### src/rtl/gcd_sequencer_pkg.sv
// Shared definitions for the gcd sequencer slice.
//   GCD_WIDTH      default operand/result width (must match the gcd core)
//   *_IDX          bit position of each state in the one-hot state vector
//   state_t        one-hot FSM encoding built from the *_IDX positions
package gcd_sequencer_pkg;

   localparam int GCD_WIDTH = 8;

   localparam int IDLE_IDX = 0;
   localparam int LOAD_IDX = 1;
   localparam int RUN_IDX  = 2;
   localparam int RESP_IDX = 3;

   typedef enum logic [3:0] {
      ST_IDLE = 4'(1 << IDLE_IDX),
      ST_LOAD = 4'(1 << LOAD_IDX),
      ST_RUN  = 4'(1 << RUN_IDX),
      ST_RESP = 4'(1 << RESP_IDX)
   } state_t;

endpackage

### src/rtl/gcd_sequencer_if.sv
// Bundles the operand channel, the result channel and the gcd core side-band.
//   master : the sequencer (drives in_ready, gcd_start/a/b, out_valid/ret/err)
//   slave  : the environment (operand source, gcd core, result consumer)
interface gcd_sequencer_if
   import gcd_sequencer_pkg::*;
#(
   parameter int WIDTH = GCD_WIDTH
);
   logic             in_valid;
   logic             in_ready;
   logic [WIDTH-1:0] in_a;
   logic [WIDTH-1:0] in_b;
   logic             gcd_start;
   logic [WIDTH-1:0] gcd_a;
   logic [WIDTH-1:0] gcd_b;
   logic [WIDTH-1:0] gcd_ret;
   logic             gcd_done;
   logic             out_valid;
   logic             out_ready;
   logic [WIDTH-1:0] out_ret;
   logic             out_err;

   modport master (
      input  in_valid, in_a, in_b, gcd_ret, gcd_done, out_ready,
      output in_ready, gcd_start, gcd_a, gcd_b, out_valid, out_ret, out_err
   );

   modport slave (
      output in_valid, in_a, in_b, gcd_ret, gcd_done, out_ready,
      input  in_ready, gcd_start, gcd_a, gcd_b, out_valid, out_ret, out_err
   );
endinterface

### src/rtl/gcd_sequencer_watchdog.sv
// RUN-state watchdog for the gcd sequencer.
//   clk, rst  clock, async active-high reset
//   clear     reload the timer (sequencer in LOAD)
//   run       sequencer in RUN; timer counts down one per cycle
//   expired   high during the TIMEOUT_CYCLES-th RUN cycle
// Only instantiated when GCD_SEQ_TIMEOUT_EN is defined.
module gcd_sequencer_watchdog #(
   parameter int TIMEOUT_CYCLES = 64
) (
   input  logic clk,
   input  logic rst,
   input  logic clear,
   input  logic run,
   output logic expired
);
   localparam int CNT_W = $clog2(TIMEOUT_CYCLES + 1);
   localparam logic [CNT_W-1:0] LOAD_VAL = CNT_W'(TIMEOUT_CYCLES);
   localparam logic [CNT_W-1:0] TC_VAL   = CNT_W'(1);

   logic [CNT_W-1:0] cnt;

   always_ff @(posedge clk or posedge rst) begin
      if (rst) begin
         cnt <= '0;
      end else if (clear) begin
         cnt <= LOAD_VAL;
      end else if (run && (cnt != '0)) begin
         cnt <= cnt - 1'b1;
      end
   end

   // Terminal count is 1, so the edge ending the last allowed RUN cycle
   // is the one that sees expired.
   assign expired = run && (cnt == TC_VAL);

endmodule

### src/rtl/gcd_sequencer.sv
// Front/back-end sequencer for the gcd core.
//   clk, rst  single rising-edge clock, async active-high reset
//   bus       gcd_sequencer_if.master:
//               in_valid/in_ready/in_a/in_b   operand pair channel
//               gcd_start/gcd_a/gcd_b         drive gcd.rst / gcd.a_in / gcd.b_in
//               gcd_ret/gcd_done              from gcd.ret_out / gcd.done_out
//               out_valid/out_ready/out_ret   result channel
//               out_err                       RUN timeout flag
// Optional feature: GCD_SEQ_TIMEOUT_EN enables the RUN watchdog; without it
// RUN waits for gcd_done indefinitely and out_err stays 0.
//
//   state | meaning
//   IDLE  | gcd held in load, accepting an operand pair
//   LOAD  | one cycle with new operands stable while gcd_start is high
//   RUN   | gcd iterating, waiting for gcd_done (or watchdog expiry)
//   RESP  | result presented, waiting for out_ready
module gcd_sequencer
   import gcd_sequencer_pkg::*;
#(
   parameter int WIDTH          = GCD_WIDTH,
   parameter int TIMEOUT_CYCLES = 64
) (
   input  logic              clk,
   input  logic              rst,
   gcd_sequencer_if.master   bus
);
   localparam logic [WIDTH-1:0] ZERO = '0;

   state_t state;
   logic   wd_expired;

`ifdef GCD_SEQ_TIMEOUT_EN
   gcd_sequencer_watchdog #(
      .TIMEOUT_CYCLES (TIMEOUT_CYCLES)
   ) u_watchdog (
      .clk     (clk),
      .rst     (rst),
      .clear   (state == ST_LOAD),
      .run     (state == ST_RUN),
      .expired (wd_expired)
   );
`else
   assign wd_expired = 1'b0;
`endif

   always_ff @(posedge clk or posedge rst) begin
      if (rst) begin
         state         <= ST_IDLE;
         bus.in_ready  <= 1'b1;
         bus.gcd_start <= 1'b1;
         bus.gcd_a     <= ZERO;
         bus.gcd_b     <= ZERO;
         bus.out_valid <= 1'b0;
         bus.out_ret   <= ZERO;
         bus.out_err   <= 1'b0;
      end else begin
         unique case (state)
            ST_IDLE: begin
               if (bus.in_valid) begin
                  bus.gcd_a    <= bus.in_a;
                  bus.gcd_b    <= bus.in_b;
                  bus.in_ready <= 1'b0;
                  state        <= ST_LOAD;
               end
            end
            ST_LOAD: begin
               bus.gcd_start <= 1'b0;
               state         <= ST_RUN;
            end
            ST_RUN: begin
               // gcd_done takes priority over a watchdog expiry on the same edge.
               if (bus.gcd_done) begin
                  bus.out_ret   <= bus.gcd_ret;
                  bus.out_err   <= 1'b0;
                  bus.out_valid <= 1'b1;
                  state         <= ST_RESP;
               end else if (wd_expired) begin
                  bus.out_ret   <= ZERO;
                  bus.out_err   <= 1'b1;
                  bus.out_valid <= 1'b1;
                  state         <= ST_RESP;
               end
            end
            ST_RESP: begin
               // gcd_start stays low here so the core parks in its done state.
               if (bus.out_ready) begin
                  bus.out_valid <= 1'b0;
                  bus.in_ready  <= 1'b1;
                  bus.gcd_start <= 1'b1;
                  state         <= ST_IDLE;
               end
            end
            default: begin
               bus.out_valid <= 1'b0;
               bus.in_ready  <= 1'b1;
               bus.gcd_start <= 1'b1;
               state         <= ST_IDLE;
            end
         endcase
      end
   end

endmodule

### src/flat_wrapper.sv
// flat-port wrapper written by rule: the top's interface ports become plain ports
module gcd_sequencer_flat import gcd_sequencer_pkg::*;
#(
   parameter int WIDTH          = GCD_WIDTH,
   parameter int TIMEOUT_CYCLES = 64
)
  (clk, rst, bus_in_valid, bus_in_a, bus_in_b, bus_gcd_ret, bus_gcd_done, bus_out_ready, bus_in_ready, bus_gcd_start, bus_gcd_a, bus_gcd_b, bus_out_valid, bus_out_ret, bus_out_err);
  gcd_sequencer_if #(.WIDTH(WIDTH)) bus_i ();
  input  logic clk;
  input  logic rst;
  input wire logic [$bits(bus_i.in_valid)-1:0] bus_in_valid;
  input wire logic [$bits(bus_i.in_a)-1:0] bus_in_a;
  input wire logic [$bits(bus_i.in_b)-1:0] bus_in_b;
  input wire logic [$bits(bus_i.gcd_ret)-1:0] bus_gcd_ret;
  input wire logic [$bits(bus_i.gcd_done)-1:0] bus_gcd_done;
  input wire logic [$bits(bus_i.out_ready)-1:0] bus_out_ready;
  output wire logic [$bits(bus_i.in_ready)-1:0] bus_in_ready;
  output wire logic [$bits(bus_i.gcd_start)-1:0] bus_gcd_start;
  output wire logic [$bits(bus_i.gcd_a)-1:0] bus_gcd_a;
  output wire logic [$bits(bus_i.gcd_b)-1:0] bus_gcd_b;
  output wire logic [$bits(bus_i.out_valid)-1:0] bus_out_valid;
  output wire logic [$bits(bus_i.out_ret)-1:0] bus_out_ret;
  output wire logic [$bits(bus_i.out_err)-1:0] bus_out_err;
  assign bus_i.in_valid = bus_in_valid;
  assign bus_i.in_a = bus_in_a;
  assign bus_i.in_b = bus_in_b;
  assign bus_i.gcd_ret = bus_gcd_ret;
  assign bus_i.gcd_done = bus_gcd_done;
  assign bus_i.out_ready = bus_out_ready;
  assign bus_in_ready = bus_i.in_ready;
  assign bus_gcd_start = bus_i.gcd_start;
  assign bus_gcd_a = bus_i.gcd_a;
  assign bus_gcd_b = bus_i.gcd_b;
  assign bus_out_valid = bus_i.out_valid;
  assign bus_out_ret = bus_i.out_ret;
  assign bus_out_err = bus_i.out_err;
  gcd_sequencer #(.WIDTH(WIDTH), .TIMEOUT_CYCLES(TIMEOUT_CYCLES)) u_core (.clk(clk), .rst(rst), .bus(bus_i));
endmodule
### config.mk
export PLATFORM = sky130hd
export DESIGN_NAME = gcd_sequencer_flat
export DESIGN_NICKNAME = d
export VERILOG_FILES = /design/src/rtl/gcd_sequencer_pkg.sv /design/src/rtl/gcd_sequencer_if.sv /design/src/rtl/gcd_sequencer_watchdog.sv /design/src/rtl/gcd_sequencer.sv /design/src/flat_wrapper.sv
export SDC_FILE = /design/constraint.sdc
export NUM_CORES = 1
export LEC_CHECK = 0
export BUFFER_PORTS_ARGS = -buffer_cell sky130_fd_sc_hd__buf_2
export CAP_MARGIN = 20
export CELL_PAD_IN_SITES_DETAIL_PLACEMENT = 0
export CELL_PAD_IN_SITES_GLOBAL_PLACEMENT = 2
export CORE_MARGIN = 10
export CORE_UTILIZATION = 33
export CTS_BUF_LIST = sky130_fd_sc_hd__clkbuf_8
export CTS_CLUSTER_DIAMETER = 120
export DETAILED_ROUTE_END_ITERATION = 16
export GPL_TIMING_DRIVEN = 0
export PLACE_DENSITY_LB_ADDON = 0.1
export SLEW_MARGIN = 10
export SYNTH_ARGS = -nofsm -noshare
export SYNTH_HDL_FRONTEND = slang
export SYNTH_SLANG_ARGS = --single-unit
### constraint.sdc
create_clock -name clk -period 2.25 [get_ports clk]
set_input_delay 0.45 -clock clk [delete_from_list [all_inputs] [get_ports clk]]
set_output_delay 0.45 -clock clk [all_outputs]
set_load 0.005 [all_outputs]
**Word-level counts from Yosys, hierarchy flattened**

Index checks and enable logic that the tools add are counted.

- Flip-flop bits (word level): 31
- Input bits: 29
- Output and inout bits: 28
- Logic and storage cells: 37

- Equality and inequality tests: 7
- Mux-type cells: 11
- Bitwise gates (word level): 3
- Reduce and logical (&&, ||, !) cells: 9

Operator list:

| cell | number |
|---|---|
| 4-bit one-hot mux with 4 select lines | 1 |
| 4-bit 2-to-1 mux | 3 |
| 1-bit one-hot mux with 3 select lines | 3 |
| 3-bit AND reduction | 3 |
| 2-bit inequality test (second input constant) | 3 |
| 2-bit AND reduction | 3 |
| 2-bit OR reduction | 3 |
| 4-bit by 1-bit == test with 1-bit output (second input constant) | 1 |
| 4-bit by 2-bit == test with 1-bit output (second input constant) | 1 |
| 4-bit by 3-bit == test with 1-bit output (second input constant) | 1 |
| 4-bit == test (second input constant) | 1 |
| 1-bit 2-to-1 mux | 4 |
| 1-bit inverter | 3 |

**Longest topological paths before layout**

- Depth after elaboration: 4
- Gate-level depth with buffers: 5

**Worst setup path after synthesis**

OpenSTA, ideal clock, no wires.

- Kind: register to register
- Start: register u_core.state[2]
- End: register u_core.bus.gcd_a[0]
- Setup time: 0.125 ns
- Arrival: 1.393 ns
- Data required time: 2.125 ns
- Path slack: 0.732 ns
- Stages on the path, launching flop included: 6
- Path buffers: 2
- Clock period less this slack: 1.518 ns
- Cell sequence: dfrtp_1 -> nor2_1 -> and4b_1 -> buf_2 -> buf_4 -> mux2_2

- Longest elaborated chain between the ends: 2

RTL lines:

| item | RTL line | RTL |
|---|---|---|
| start, declared | gcd_sequencer.sv:29 | `state_t state;` |
| start signal, assigned | gcd_sequencer.sv:48 | `state <= ST_IDLE;` |
| start signal, assigned | gcd_sequencer.sv:63 | `state <= ST_LOAD;` |
| start signal, assigned | gcd_sequencer.sv:68 | `state <= ST_RUN;` |
| 4-bit by 1-bit == test with 1-bit output | gcd_sequencer.sv:57 | `unique case (state)` |
| 2-bit AND reduction (no line) | - |  |
| end signal, assigned | gcd_sequencer.sv:60 | `bus.gcd_a <= bus.in_a;` |
| end, declared | gcd_sequencer_if.sv:25 | `output in_ready, gcd_start, gcd_a, gcd_b, out_valid, out_ret, out_err` |

Every way passes these cells.
A chain may end at the register's enable or synchronous reset.

**Final worst setup path**

- Start: register u_core.state[0]
- End: register u_core.bus.out_valid

- Longest elaborated chain between the ends: 4
- Elaborated cells on any way between the ends: 10
- Classes of those cells: eq/ne (6); mux (1); bitwise (1); reduce/logical (2)

RTL lines:

| item | RTL line | RTL |
|---|---|---|
| 4-bit by 1-bit == test with 1-bit output / 4-bit by 2-bit == test with 1-bit output (equally long branches) | gcd_sequencer.sv:57 |  |
| 2-bit OR reduction (no line) | - |  |
| 1-bit inverter (no line) | - |  |
| 3-bit AND reduction (no line) | - |  |
| end signal, assigned | gcd_sequencer.sv:53 | `bus.out_valid <= 1'b0;` |
| end signal, assigned | gcd_sequencer.sv:75 | `bus.out_valid <= 1'b1;` |
| end signal, assigned | gcd_sequencer.sv:80 | `bus.out_valid <= 1'b1;` |
| end, declared | gcd_sequencer_if.sv:25 |  |

Several ways; a longest one is shown, not always the timed one.

==> reports/summary.json <==
{
  "run_status": "completed",
  "placedInstanceArea_mm2": 0.00168,
  "grt_pass1_wl_mm": 5.06,
  "grt_start_max_net_pins": 19,
  "min_period_over_period_pct": 77.7,
  "synth_seq_cells": 31,
  "fillers": 352,
  "synth_enable_flop_cells": 0,
  "worst_setup_hold_path_clk_slew_ns": 0.07,
  "globalRouteOverflowTotal": 0,
  "power.share.clock_pct": 19.1,
  "io_buffer_count": 55,
  "layout_min_cycle_time_ns": 1.75,
  "count_of_different_cell_masters_after_synthesis": 29,
  "grt_antenna_before_repair": 0,
  "initial_utilization_pct": 34.9,
  "clock_tree_from_tritoncts": "built",
  "synth-main-ff-cell": "sky130_fd_sc_hd__dfrtp_1",
  "die_w_um": 83.2,
  "worst_setup_path_start_kind": "flip-flop",
  "core_area_mm2": 0.00377,
  "setup_ws_ns": 0.501,
  "holdCritPathClass": "in -> async",
  "timing.setup.tns_ns": 0,
  "worstSetupPathType": "reg -> reg",
  "wl_per_cell_um": 15.4,
  "syn_to_final_growth_pct": 34.0,
  "p_sw_share_pct": 31.4,
  "drv.max_cap_violation_count": 0,
  "m1WireLength_mm": 1.27,
  "row_count": 22,
  "detail_route.vias_per_cell": 4.76,
  "peakVddDrop_uv": 616,
  "whs_ns": 0.243,
  "cts_post_setup_buffers_inserted": 0,
  "global_route.usage.total_pct": 8.99,
  "share_comb_of_total_power_pct": 38.4,
  "wl_met3_um": 247,
  "root_buffer": "sky130_fd_sc_hd__clkbuf_8",
  "syn_inst": 95,
  "cts_max_level": 2,
  "clock_buffer_count_from_cts": 5,
  "routed.top_layer": "met4",
  "final_area_mm2": 0.00177,
  "dp_worst_setup_slack_ns": 0.534,
  "timing.critical_path.fanout_max": 10,
  "drt_pass1_iterations": 4,
  "syn_area_per_cell_um2": 13.9,
  "clock_latency_ns": 0.27,
  "fp.dieH_um": 83.2,
  "slew_headroom_pct": 58.7,
  "cp_data_required_time_ns": 2.47,
  "worst-slew-pin-transition_ns": 0.619,
  "dp_hpwl_mm": 2.53,
  "synth-warning-count": 0,
  "p_leak_uw": 0.000877,
  "timing.final.max_slew_violations": 0,
  "fmax_mhz": 572,
  "p_sw_uw": 686,
  "drc": 0,
  "synth.yosys.seq_area_share_pct": 59.2,
  "hold_viol": 0,
  "gpl.final_weighted_congestion": 0.815,
  "total_power_per_unit_cell_area_mw_per_mm2": 1240,
  "via_total_after_detailed_routing": 986,
  "timing.reg2reg.setup_slack_ns": 0.50,
  "dr_wl_met2_mm": 1.65,
  "grt_setup_unrepaired": "no",
  "cts.path.max_buffers": 2,
  "worst-endpoint-arrival_ns": 1.97,
  "post_cts_resize_count": 0,
  "cts.sink_count": 31,
  "io-pin-count": 57,
  "n_antenna_cell": 0,
  "syn_area_mm2": 0.00132,
  "detailedRoute.firstIterationViolations": 54,
  "finish.net_count": 187,
  "antenna_violating_nets_post_route": 0,
  "power_report.internal_total_uw": 1500,
  "first_global_vias": 1012,
  "p_seq_share_pct": 42.5,
  "endpoint_kind": "flip-flop",
  "synth_fp_nets": 124,
  "total_wirelength_of_the_detailed_routed_design_mm": 3.19,
  "async_reset_ff_share_pct": 100,
  "fin_worst_skew_ns": 0.00351,
  "cts.hold.buffers_added": 0,
  "layout-drive-gt1-share_pct": 62.3,
  "die_area_mm2": 0.00692,
  "finalSetupViolations": 0
}
## power groups by stage
stage,Sequential [µW],Combinational (µW),Clock (µW)
2_1_floorplan,961,473,0
3_3_place_gp,927,842,0
3_5_place_dp,945,861,0
4_1_cts,937,863,431
5_1_grt,970,924,460
6_report,931,841,418
## registers in the layout, summed over array words and instances, names as in the netlist
register              count
u_core.bus.out_valid      1
u_core.bus.gcd_start      1
u_core.bus.in_ready       1
u_core.bus.out_ret        8
u_core.state              4
u_core.bus.gcd_b          8
u_core.bus.gcd_a          8
## Yosys cell counts, types with 2 or more instances
cell	n	share of area, %
sky130_fd_sc_hd__mux2_2	24	21
sky130_fd_sc_hd__clkbuf_1	2	0.57
sky130_fd_sc_hd__nand2b_1	2	0.95
sky130_fd_sc_hd__inv_1	4	1.1
sky130_fd_sc_hd__dfrtp_1	28	53
sky130_fd_sc_hd__nor4b_1	3	2.0
sky130_fd_sc_hd__buf_4	2	1.1
sky130_fd_sc_hd__nor2_1	2	0.57
sky130_fd_sc_hd__dfstp_2	3	6.0
sky130_fd_sc_hd__a21oi_1	2	0.76
sky130_fd_sc_hd__buf_2	2	0.76
sky130_fd_sc_hd__nor3_1	2	0.76
sky130_fd_sc_hd__a211oi_1	3	1.7
## per-layer routing
layer | vias to the layer above | global-route usage (%)
li1 | 466 | -
met1 | 481 | 9.56
met2 | 35 | 14.8
met3 | 4 | 4.39
met4 | 0 | 3.69
met5 | - | 0
## kinds of logic (layout without fill, tap and decap cells)
group	count (synthesis)	after routing	share of synthesized area, %
AO/OA/AOI/OAI	11	11	6.65
buffers and inverters	11	75	4.46
flip-flops	31	31	59.2
multiplexers	24	24	20.5
other	1	1	0.285
AND/OR/NAND/NOR	17	17	8.93
## stage by stage
stage	instances	utilization, %	total power (µW)
2_1_floorplan	95	-	1430
3_3_place_gp	198	43.8	1770
3_5_place_dp	199	44.6	1810
4_1_cts	207	46.8	2230
5_1_grt	207	46.8	2350
6_report	207	46.8	2190
## final cells by class
class                      count  area [µm²]  share of cell area (%)
buffer                         7        43.8                    2.48
clock buffer                   5        68.8                    3.90
clock inverter                 3        16.3                   0.921
inverter                       4        15.0                   0.850
multi-input combinational     53         479                    27.1
sequential                    31         779                    44.2
tap                           48        60.1                    3.40
timing repair buffer          56         303                    17.2
## worst max-delay path, stage by stage, from the launching register on
cell and delay [ns]:
sky130_fd_sc_hd__dfstp_2 0.54, sky130_fd_sc_hd__clkbuf_1 0.32, sky130_fd_sc_hd__nor4b_1 0.13, sky130_fd_sc_hd__a2111oi_0 0.48, sky130_fd_sc_hd__o22a_2 0.23
## cells in the final DEF, fill, tap and decap left out, types with 2 or more instances in the layout
cell type and instances:
sky130_fd_sc_hd__buf_2 57, sky130_fd_sc_hd__dfrtp_1 28, sky130_fd_sc_hd__mux2_2 24, sky130_fd_sc_hd__inv_1 5
sky130_fd_sc_hd__clkbuf_8 5, sky130_fd_sc_hd__a211oi_1 3, sky130_fd_sc_hd__nor4b_1 3, sky130_fd_sc_hd__dfstp_2 3
sky130_fd_sc_hd__clkbuf_1 2, sky130_fd_sc_hd__nor2_1 2, sky130_fd_sc_hd__buf_4 2, sky130_fd_sc_hd__nand2b_1 2
sky130_fd_sc_hd__nor3_1 2, sky130_fd_sc_hd__a21oi_1 2
## worst paths after layout
path | from | end | cells past startpoint
max | u_core.state[0] | u_core.bus.out_valid | 4
min in group clk | bus_in_b[6] | u_core.bus.gcd_b[6] | 2
min reg2reg | u_core.bus.gcd_start | u_core.bus.gcd_start | 2
max reg2reg | u_core.state[0] | u_core.bus.out_valid | 4
max in group asynchronous | rst | u_core.bus.out_ret[1] | 3
min | rst | u_core.bus.gcd_a[1] | 2
No activity file was read; power rests on OpenSTA's default activity.
